## src/rtl/dmem_lsu.sv

```systemverilog
`default_nettype none
// +----------------------------------------------------------------------------+
// | dmem_lsu : byte-addressed load/store initiator for a word-wide RAM;         |
// |            lane placement, sign extension, word-crossing split.             |
// | Revision : 1.0                                                              |
// +----------------------------------------------------------------------------+

package def;
    typedef struct packed {
        logic [29:0] ADDR;
        logic        WE;
        logic [3:0]  BE;
        logic [31:0] WD;
    } dmem_w;

    typedef struct packed {
        logic [31:0] RD;
    } dmem_r;
endpackage

module dmem_lsu (
    input  logic        CLK,
    input  logic        RESET_N,
    input  logic        REQ_VALID,
    output logic        REQ_READY,
    input  logic        REQ_WE,
    input  logic [1:0]  REQ_SIZE,
    input  logic        REQ_SIGNED,
    input  logic [31:0] REQ_ADDR,
    input  logic [31:0] REQ_WD,
    output logic        RSP_VALID,
    output logic        RSP_ST,
    output logic [31:0] RSP_RD,
    output def::dmem_w  DMEM_W,
    input  def::dmem_r  DMEM_R
);

    typedef enum logic [1:0] {
        S_IDLE     = 2'd0,
        S_SPLIT_LD = 2'd1,
        S_SPLIT_ST = 2'd2,
        S_FIN      = 2'd3
    } state_t;

    state_t      r_state;
    state_t      w_state_nxt;

    logic [29:0] r_word;
    logic [3:0]  r_hi_be;
    logic [31:0] r_hi_wd;
    logic [1:0]  r_k;
    logic [1:0]  r_size;
    logic        r_signed;
    logic        r_split;
    logic [31:0] r_low;
    logic        r_rsp_valid;
    logic        r_rsp_st;

    logic [3:0]  w_mask;
    logic [7:0]  w_be8;
    logic [63:0] w_wd64;
    logic        w_split;
    logic        w_accept;
    logic [63:0] w_data64;
    logic [31:0] w_lane;
    logic [31:0] w_ext;

    always_comb begin
        case (REQ_SIZE)
            2'd0:    w_mask = 4'b0001;
            2'd1:    w_mask = 4'b0011;
            default: w_mask = 4'b1111;
        endcase
    end

    // 8-lane view: lanes 7:4 belong to the following word when an access crosses
    assign w_be8   = {4'b0000, w_mask} << REQ_ADDR[1:0];
    assign w_wd64  = {32'h0, REQ_WD} << {REQ_ADDR[1:0], 3'b000};
    assign w_split = ((REQ_SIZE == 2'd1) && (REQ_ADDR[1:0] == 2'd3)) ||
                     (REQ_SIZE[1] && (REQ_ADDR[1:0] != 2'd0));

    assign REQ_READY = (r_state == S_IDLE) || (r_state == S_FIN);
    assign w_accept  = REQ_VALID && REQ_READY;

    always_comb begin
        w_state_nxt = r_state;
        DMEM_W.ADDR = REQ_ADDR[31:2];
        DMEM_W.WE   = 1'b0;
        DMEM_W.BE   = 4'b0000;
        DMEM_W.WD   = 32'h0;
        case (r_state)
            S_SPLIT_LD: begin
                DMEM_W.ADDR = r_word + 30'd1;
                w_state_nxt = S_FIN;
            end
            S_SPLIT_ST: begin
                DMEM_W.ADDR = r_word + 30'd1;
                DMEM_W.WE   = 1'b1;
                DMEM_W.BE   = r_hi_be;
                DMEM_W.WD   = r_hi_wd;
                w_state_nxt = S_FIN;
            end
            default: begin
                w_state_nxt = S_IDLE;
                if (w_accept) begin
                    // REQ_READY is high during reset, so the write strobe is gated here
                    DMEM_W.WE = REQ_WE & RESET_N;
                    if (REQ_WE) begin
                        DMEM_W.BE = w_be8[3:0];
                        DMEM_W.WD = w_wd64[31:0];
                    end
                    if (w_split)
                        w_state_nxt = REQ_WE ? S_SPLIT_ST : S_SPLIT_LD;
                end
            end
        endcase
    end

    always_ff @(posedge CLK or negedge RESET_N) begin
        if (!RESET_N) begin
            r_state     <= S_IDLE;
            r_word      <= '0;
            r_hi_be     <= '0;
            r_hi_wd     <= '0;
            r_k         <= '0;
            r_size      <= '0;
            r_signed    <= 1'b0;
            r_split     <= 1'b0;
            r_low       <= '0;
            r_rsp_valid <= 1'b0;
            r_rsp_st    <= 1'b0;
        end else begin
            r_state     <= w_state_nxt;
            r_rsp_valid <= 1'b0;
            r_rsp_st    <= 1'b0;
            if (r_state == S_SPLIT_LD) begin
                r_low       <= DMEM_R.RD;
                r_rsp_valid <= 1'b1;
            end else if (r_state == S_SPLIT_ST) begin
                r_rsp_valid <= 1'b1;
                r_rsp_st    <= 1'b1;
            end else if (w_accept) begin
                r_word   <= REQ_ADDR[31:2];
                r_hi_be  <= w_be8[7:4];
                r_hi_wd  <= w_wd64[63:32];
                r_k      <= REQ_ADDR[1:0];
                r_size   <= REQ_SIZE;
                r_signed <= REQ_SIGNED;
                r_split  <= w_split;
                if (!w_split) begin
                    r_rsp_valid <= 1'b1;
                    r_rsp_st    <= REQ_WE;
                end
            end
        end
    end

    // Read data arrives the cycle after the address, so the result is formed from registered control
    always_comb begin
        w_data64 = r_split ? {DMEM_R.RD, r_low} : {32'h0, DMEM_R.RD};
        w_lane   = w_data64[{r_k, 3'b000} +: 32];
        case (r_size)
            2'd0:    w_ext = {{24{r_signed & w_lane[7]}}, w_lane[7:0]};
            2'd1:    w_ext = {{16{r_signed & w_lane[15]}}, w_lane[15:0]};
            default: w_ext = w_lane;
        endcase
    end

    assign RSP_VALID = r_rsp_valid;
    assign RSP_ST    = r_rsp_st;
    assign RSP_RD    = (r_rsp_valid && !r_rsp_st) ? w_ext : 32'h0;

endmodule

`default_nettype wire

```

## config.mk

```make
export PLATFORM = sky130hd
export DESIGN_NAME = dmem_lsu
export DESIGN_NICKNAME = d
export VERILOG_FILES = /design/src/rtl/dmem_lsu.sv
export SDC_FILE = /design/constraint.sdc
export NUM_CORES = 1
export LEC_CHECK = 0
export BUFFER_PORTS_ARGS = -buffer_cell sky130_fd_sc_hd__buf_2
export CAP_MARGIN = 20
export CORE_MARGIN = 5
export CORE_UTILIZATION = 50
export CTS_BUF_LIST = sky130_fd_sc_hd__clkbuf_2
export CTS_CLUSTER_SIZE = 25
export DETAILED_ROUTE_END_ITERATION = 12
export PLACE_DENSITY = 0.78
export SYNTH_ARGS = -nofsm -noshare
export SYNTH_HDL_FRONTEND = slang
export SYNTH_SLANG_ARGS = --single-unit
```

## constraint.sdc

```tcl
create_clock -name CLK -period 5.7 [get_ports CLK]
set_clock_uncertainty 0.15 [all_clocks]
set_input_delay 0.285 -clock CLK [delete_from_list [all_inputs] [get_ports CLK]]
set_output_delay 0.285 -clock CLK [all_outputs]
set_load 0.005 [all_outputs]
```

; Word level (Yosys, flattened, before mapping)
; Cells that the tools add are included.
[classes]
n_addsub = 1
n_mul = 0
div_mod_pow = 0
magnitude_cmp = 0
eq_ne = 6
shift = 3
mux = 20
bitwise = 5
reduce_logical = 13
[ops]
columns = cell, count
row1 = 37-bit case mux with 2 select lines, 1
row2 = 64-bit two-way mux, 1
row3 = 32-bit case mux with 2 select lines, 1
row4 = 64-bit by 6-bit indexed part select with 32-bit output, 1
row5 = 32-bit by 5-bit left shift with 64-bit output, 1
row6 = 37-bit two-way mux, 1
row7 = 36-bit two-way mux, 1
row8 = 32-bit two-way mux, 1
row9 = 30-bit by 1-bit adder with 30-bit output (second input constant), 1
row10 = 30-bit two-way mux, 1
row11 = 1-bit two-way mux, 8
row12 = 2-bit two-way mux, 4
row13 = 4-bit case mux with 2 select lines, 1
row14 = 4-bit by 2-bit left shift with 8-bit output, 1
row15 = 2-bit by 1-bit == test with 1-bit output (second input constant), 3
row16 = 2-bit == test (second input constant), 3
row17 = 2-bit zero test, 3
row18 = 1-bit logical AND, 4
row19 = 1-bit AND, 3
row20 = 3-bit AND reduction, 1
row21 = 1-bit logical OR, 2
row22 = 1-bit NOT, 2
row23 = 2-bit nonzero test, 1
row24 = 2-bit OR reduction, 1
row25 = 1-bit zero test, 1
[totals]
regBits = 108
latch_bits = 0
ramBits = 0
rom_bits = 0
inputBits = 103
out_inout_bits = 102
elab_cells = 59
mem_count = 0

; Longest topological paths before layout
[logic_depth]
depth_word = 7
mapped_depth = 8
ltp_nobuf = 6

; Worst setup path after synthesis
; No wires, ideal clock.
[synth_timing]
path_type = register to output
start = register r_state[0]
end = output DMEM_W[16] (netlist bit)
t_arrival_ns = 1.979
required_time_ns = 5.265
path_slack_ns = 3.286
stages_incl_launch_ff = 9
n_path_buf = 2
cell_sequence = dfrtp_1 -> inv_1 -> ha_1 -> buf_2 -> and2_1 -> clkbuf_1 -> nand2_1 -> nor3b_2 -> a221o_1
[synth_lines]
columns = item, line_no
row1 = "start, declared", 45  ; state_t r_state;
row2 = "start signal, assigned", 133  ; r_state <= w_state_nxt;
row3 = "end, declared", 34  ; output def::dmem_w DMEM_W,

==> flow_metrics.py <==
metrics = {
    "status": {
        "status": "finished, final reports clean",
    },
    "sta": {
        "setup_viol_count_final": 0,
        "hold_viol_final": 0,
        "fin_tns_setup_ns": 0,
        "hold_ws_ns": 0.102,
        "final.period_utilization_pct": 85.3,
        "tightestPinTransition_ns": 1.04,
        "rsz0062_at_grt": "false",
        "fmax_mhz": 206,
        "final-max-slew-violation-count": 0,
        "relSlewSlack_pct": 30.7,
        "fin_crit_ns": 4.86,
        "setup_ws_ns": 0.837,
    },
    "layout": {
        "fin_area_um2": 9070,
        "fin_cells": 1221,
        "areaGrowthSynthToFinish_pct": 31.3,
        "drive_gt1_share_pct": 30.1,
        "fin_util_pct": 66.1,
        "nets": 1142,
    },
    "synthesis": {
        "synthFlopType": "dfrtp_1",
        "ys_top_cells_by_count": "161 x nand2_1, 99 x dfrtp_1, 80 x o21ai_0, 54 x mux2i_1, 49 x mux2_2",
        "async_flop_share_pct": 100,
        "yosys.cell_types.count": 47,
        "yosys_warnings": 0,
        "netlist_area_um2": 6910,
        "synth_top_area_cell": "dfrtp_1",
        "synth.ff_latch_count": 99,
        "synth_edf_count": 0,
        "synth_area_per_cell_um2": 8.92,
        "syn_inst": 774,
        "yosysTopAreaCellShare_pct": 35.9,
        "synth_area_leaders": "dfrtp_1 36%, nand2_1 8.8%, mux2_2 8.0%",
        "ys_seq_area_share_pct": 35.9,
        "synth_nets": 880,
        "yosysMostFrequentCell": "nand2_1",
    },
    "floorplan": {
        "rows": 43,
        "start_util_pct": 50.3,
        "ios": 205,
        "die_x_um": 128,
        "die_y_um": 128,
        "die_area_um2": 16300,
        "coreArea_um2": 13700,
    },
    "placement": {
        "placed_cell_area_um2": 7950,
        "gp_congestion": 0.870,
        "dpl.hpwl_um": 13900,
        "pre_cts_ws_ns": 1.62,
        "dp_cells": 1105,
        "io_buffers": 204,
    },
    "global_route": {
        "grt_max_degree": 68,
        "grt_pass1_wl_um": 35000,
        "grt_pass1_vias": 6970,
        "antenna_found_initial": 1,
        "track_usage_pct": 26.5,
        "grt_overflow": 0,
    },
    "power_and_ir_drop": {
        "p_leak_nw": 4.32,
        "ir_drop_v": 0.000316,
        "p_per_area_nw_per_um2": 484,
        "p_total_mw": 4.39,
    },
    "clock_network": {
        "cts_tree": "yes",
        "htree_levels": 3,
        "cts_buffers": 9,
        "clkSlewWorstSetupHoldPaths_ns": 0.27,
        "cts_root_buf": "clkbuf_2",
        "clkLatencyLatePin_ns": 0.62,
        "cts_buffer_depth": 2,
        "clock-sinks": 99,
        "cts_resized": 0,
    },
    "detailed_routing": {
        "firstDrtPassIters": 5,
        "drc": 0,
        "vias_per_cell": 5.75,
        "wl_um": 21500,
        "dr_total_vias": 7019,
        "final_antenna_net_count": 0,
        "drt_iter0_drc": 540,
        "wl_per_cell_um": 17.6,
    },
    "critical_path": {
        "cp-start-kind": "flip-flop",
        "crit_top_cell": "buf_4",
        "worstSetupEndpointType": "primary output",
        "cp_slowest_cell": "nor2_1",
        "crit_chain": "inv_1 -> ha_1 -> buf_4 -> and2_2 -> buf_4 -> nand3b_1 -> nor2_1 -> a22o_1 -> buf_2",
        "cp_max_fo": 65,
        "critPathMaxStageDelay_ns": 0.93,
        "critPathArrivalTime_ns": 4.43,
        "worstSetupPathType": "flip-flop to primary output",
        "required_ns": 5.27,
    },
    "flow_run": {
        "cap_violations": 0,
    },
    "min_path": {
        "hold_class": "input port to flip-flop",
    },
}
-- registers in the layout, indices dropped and copies added (netlist names) --
| register | count |
|---|---|
| r_k | 2 |
| RSP_VALID | 1 |
| r_signed | 1 |
| r_size | 2 |
| r_split | 1 |
| r_state | 2 |
| r_word | 30 |
| r_hi_be | 3 |
| r_hi_wd | 24 |
| r_low | 32 |
| RSP_ST | 1 |
-- where the power goes --
group	internal (mW)	switching, mW
clock	0.0947	0.242
combinational	1.24	1.38
sequential	1.04	0.390
total	2.37	2.01
-- final timing paths --
path                       startpoint          end  slack, ns  cells after the start
setup / recovery           r_state[0]    DMEM_W[4]       0.84                      9
hold / removal             REQ_WD[15]   r_hi_wd[7]       0.10                      5
setup reg to reg           r_state[0]  r_hi_wd[17]       2.87                      7
hold reg to reg            r_hi_wd[9]   r_hi_wd[9]       0.37                      2
max in group asynchronous     RESET_N      r_split       3.96                      4
min in group asynchronous     RESET_N   r_hi_wd[8]       0.54                      4
-- worst max-delay path: cells and delay by family (launching register included) --
kind,cells,cell delay [ns]
and+or+nand+nor,3,1.78
buffers and inverters,4,1.07
DFF,1,0.42
adders and majority gates,1,0.27
AOI/OAI and AO/OA,1,0.25
-- layout by cell type (no fill, tap or decap), types with 2 or more instances in the layout --
cell type,synthesis,routed
nor4_1,9,9
buf_4,0,8
and4_1,3,3
mux4_2,17,17
inv_1,11,11
clkinvlp_4,0,2
nor2b_1,11,10
nor2_1,44,44
nand3_1,7,7
dlygate4sd3_1,0,99
ha_1,3,3
a21oi_1,27,27
mux2i_1,54,54
nand2_1,161,160
mux2_2,49,49
a22oi_1,14,14
a221o_1,8,8
dfrtp_2,0,2
o21ai_0,80,80
nor3_1,8,8
nand2b_1,2,2
or3_1,2,2
nand4_1,3,3
buf_2,12,203
xor2_1,6,6
a21o_1,2,2
o21ai_2,10,10
and3_1,13,13
a211oi_1,7,7
dfrtp_1,99,97
xnor2_1,22,22
and2_1,3,2
clkinv_1,0,2
o22a_1,8,8
a22o_1,17,17
clkbuf_2,0,9
-- timing repair --
item,4_1_cts,5_1_grt
buffers inserted,0,0
setup endpoints to repair,0,0
hold endpoints to repair,126,0
hold buffers,100,0
-- logic make-up (layout without fill, tap and decap cells) --
logic type	after synthesis	in the layout	synth area share, %
and+or+nand+nor	272	272	17.2
AOI/OAI and AO/OA	180	180	16.8
muxes	121	121	21.6
DFF	99	99	35.9
buffers and inverters	71	337	4.40
xor gates and xnor gates	28	28	3.55
adders and majority gates	3	3	0.544
other	0	1	0
-- layer usage --
layer / global-route usage, % / wire length, um / up-vias
met5: 0 / 0 / -
met4: 11.8 / 639 / 0
met3: 4.31 / 1780 / 52
met2: 43.4 / 10200 / 365
met1: 34.6 / 8860 / 3313
li1: - / - / 3289
-- area by class of cell --
| class | instances | area [um2] |
|---|---|---|
| timing repair buffer | 311 | 2090 |
| multi-input combinational | 604 | 4130 |
| tap | 180 | 225 |
| inverter | 11 | 41.3 |
| sequential | 99 | 2480 |
| clock inverter | 6 | 57.6 |
| clock buffer | 9 | 45.0 |
| fill | 1099 | 4650 |
| antenna | 1 | 2.50 |
Power figures use the tool's default switching activity.
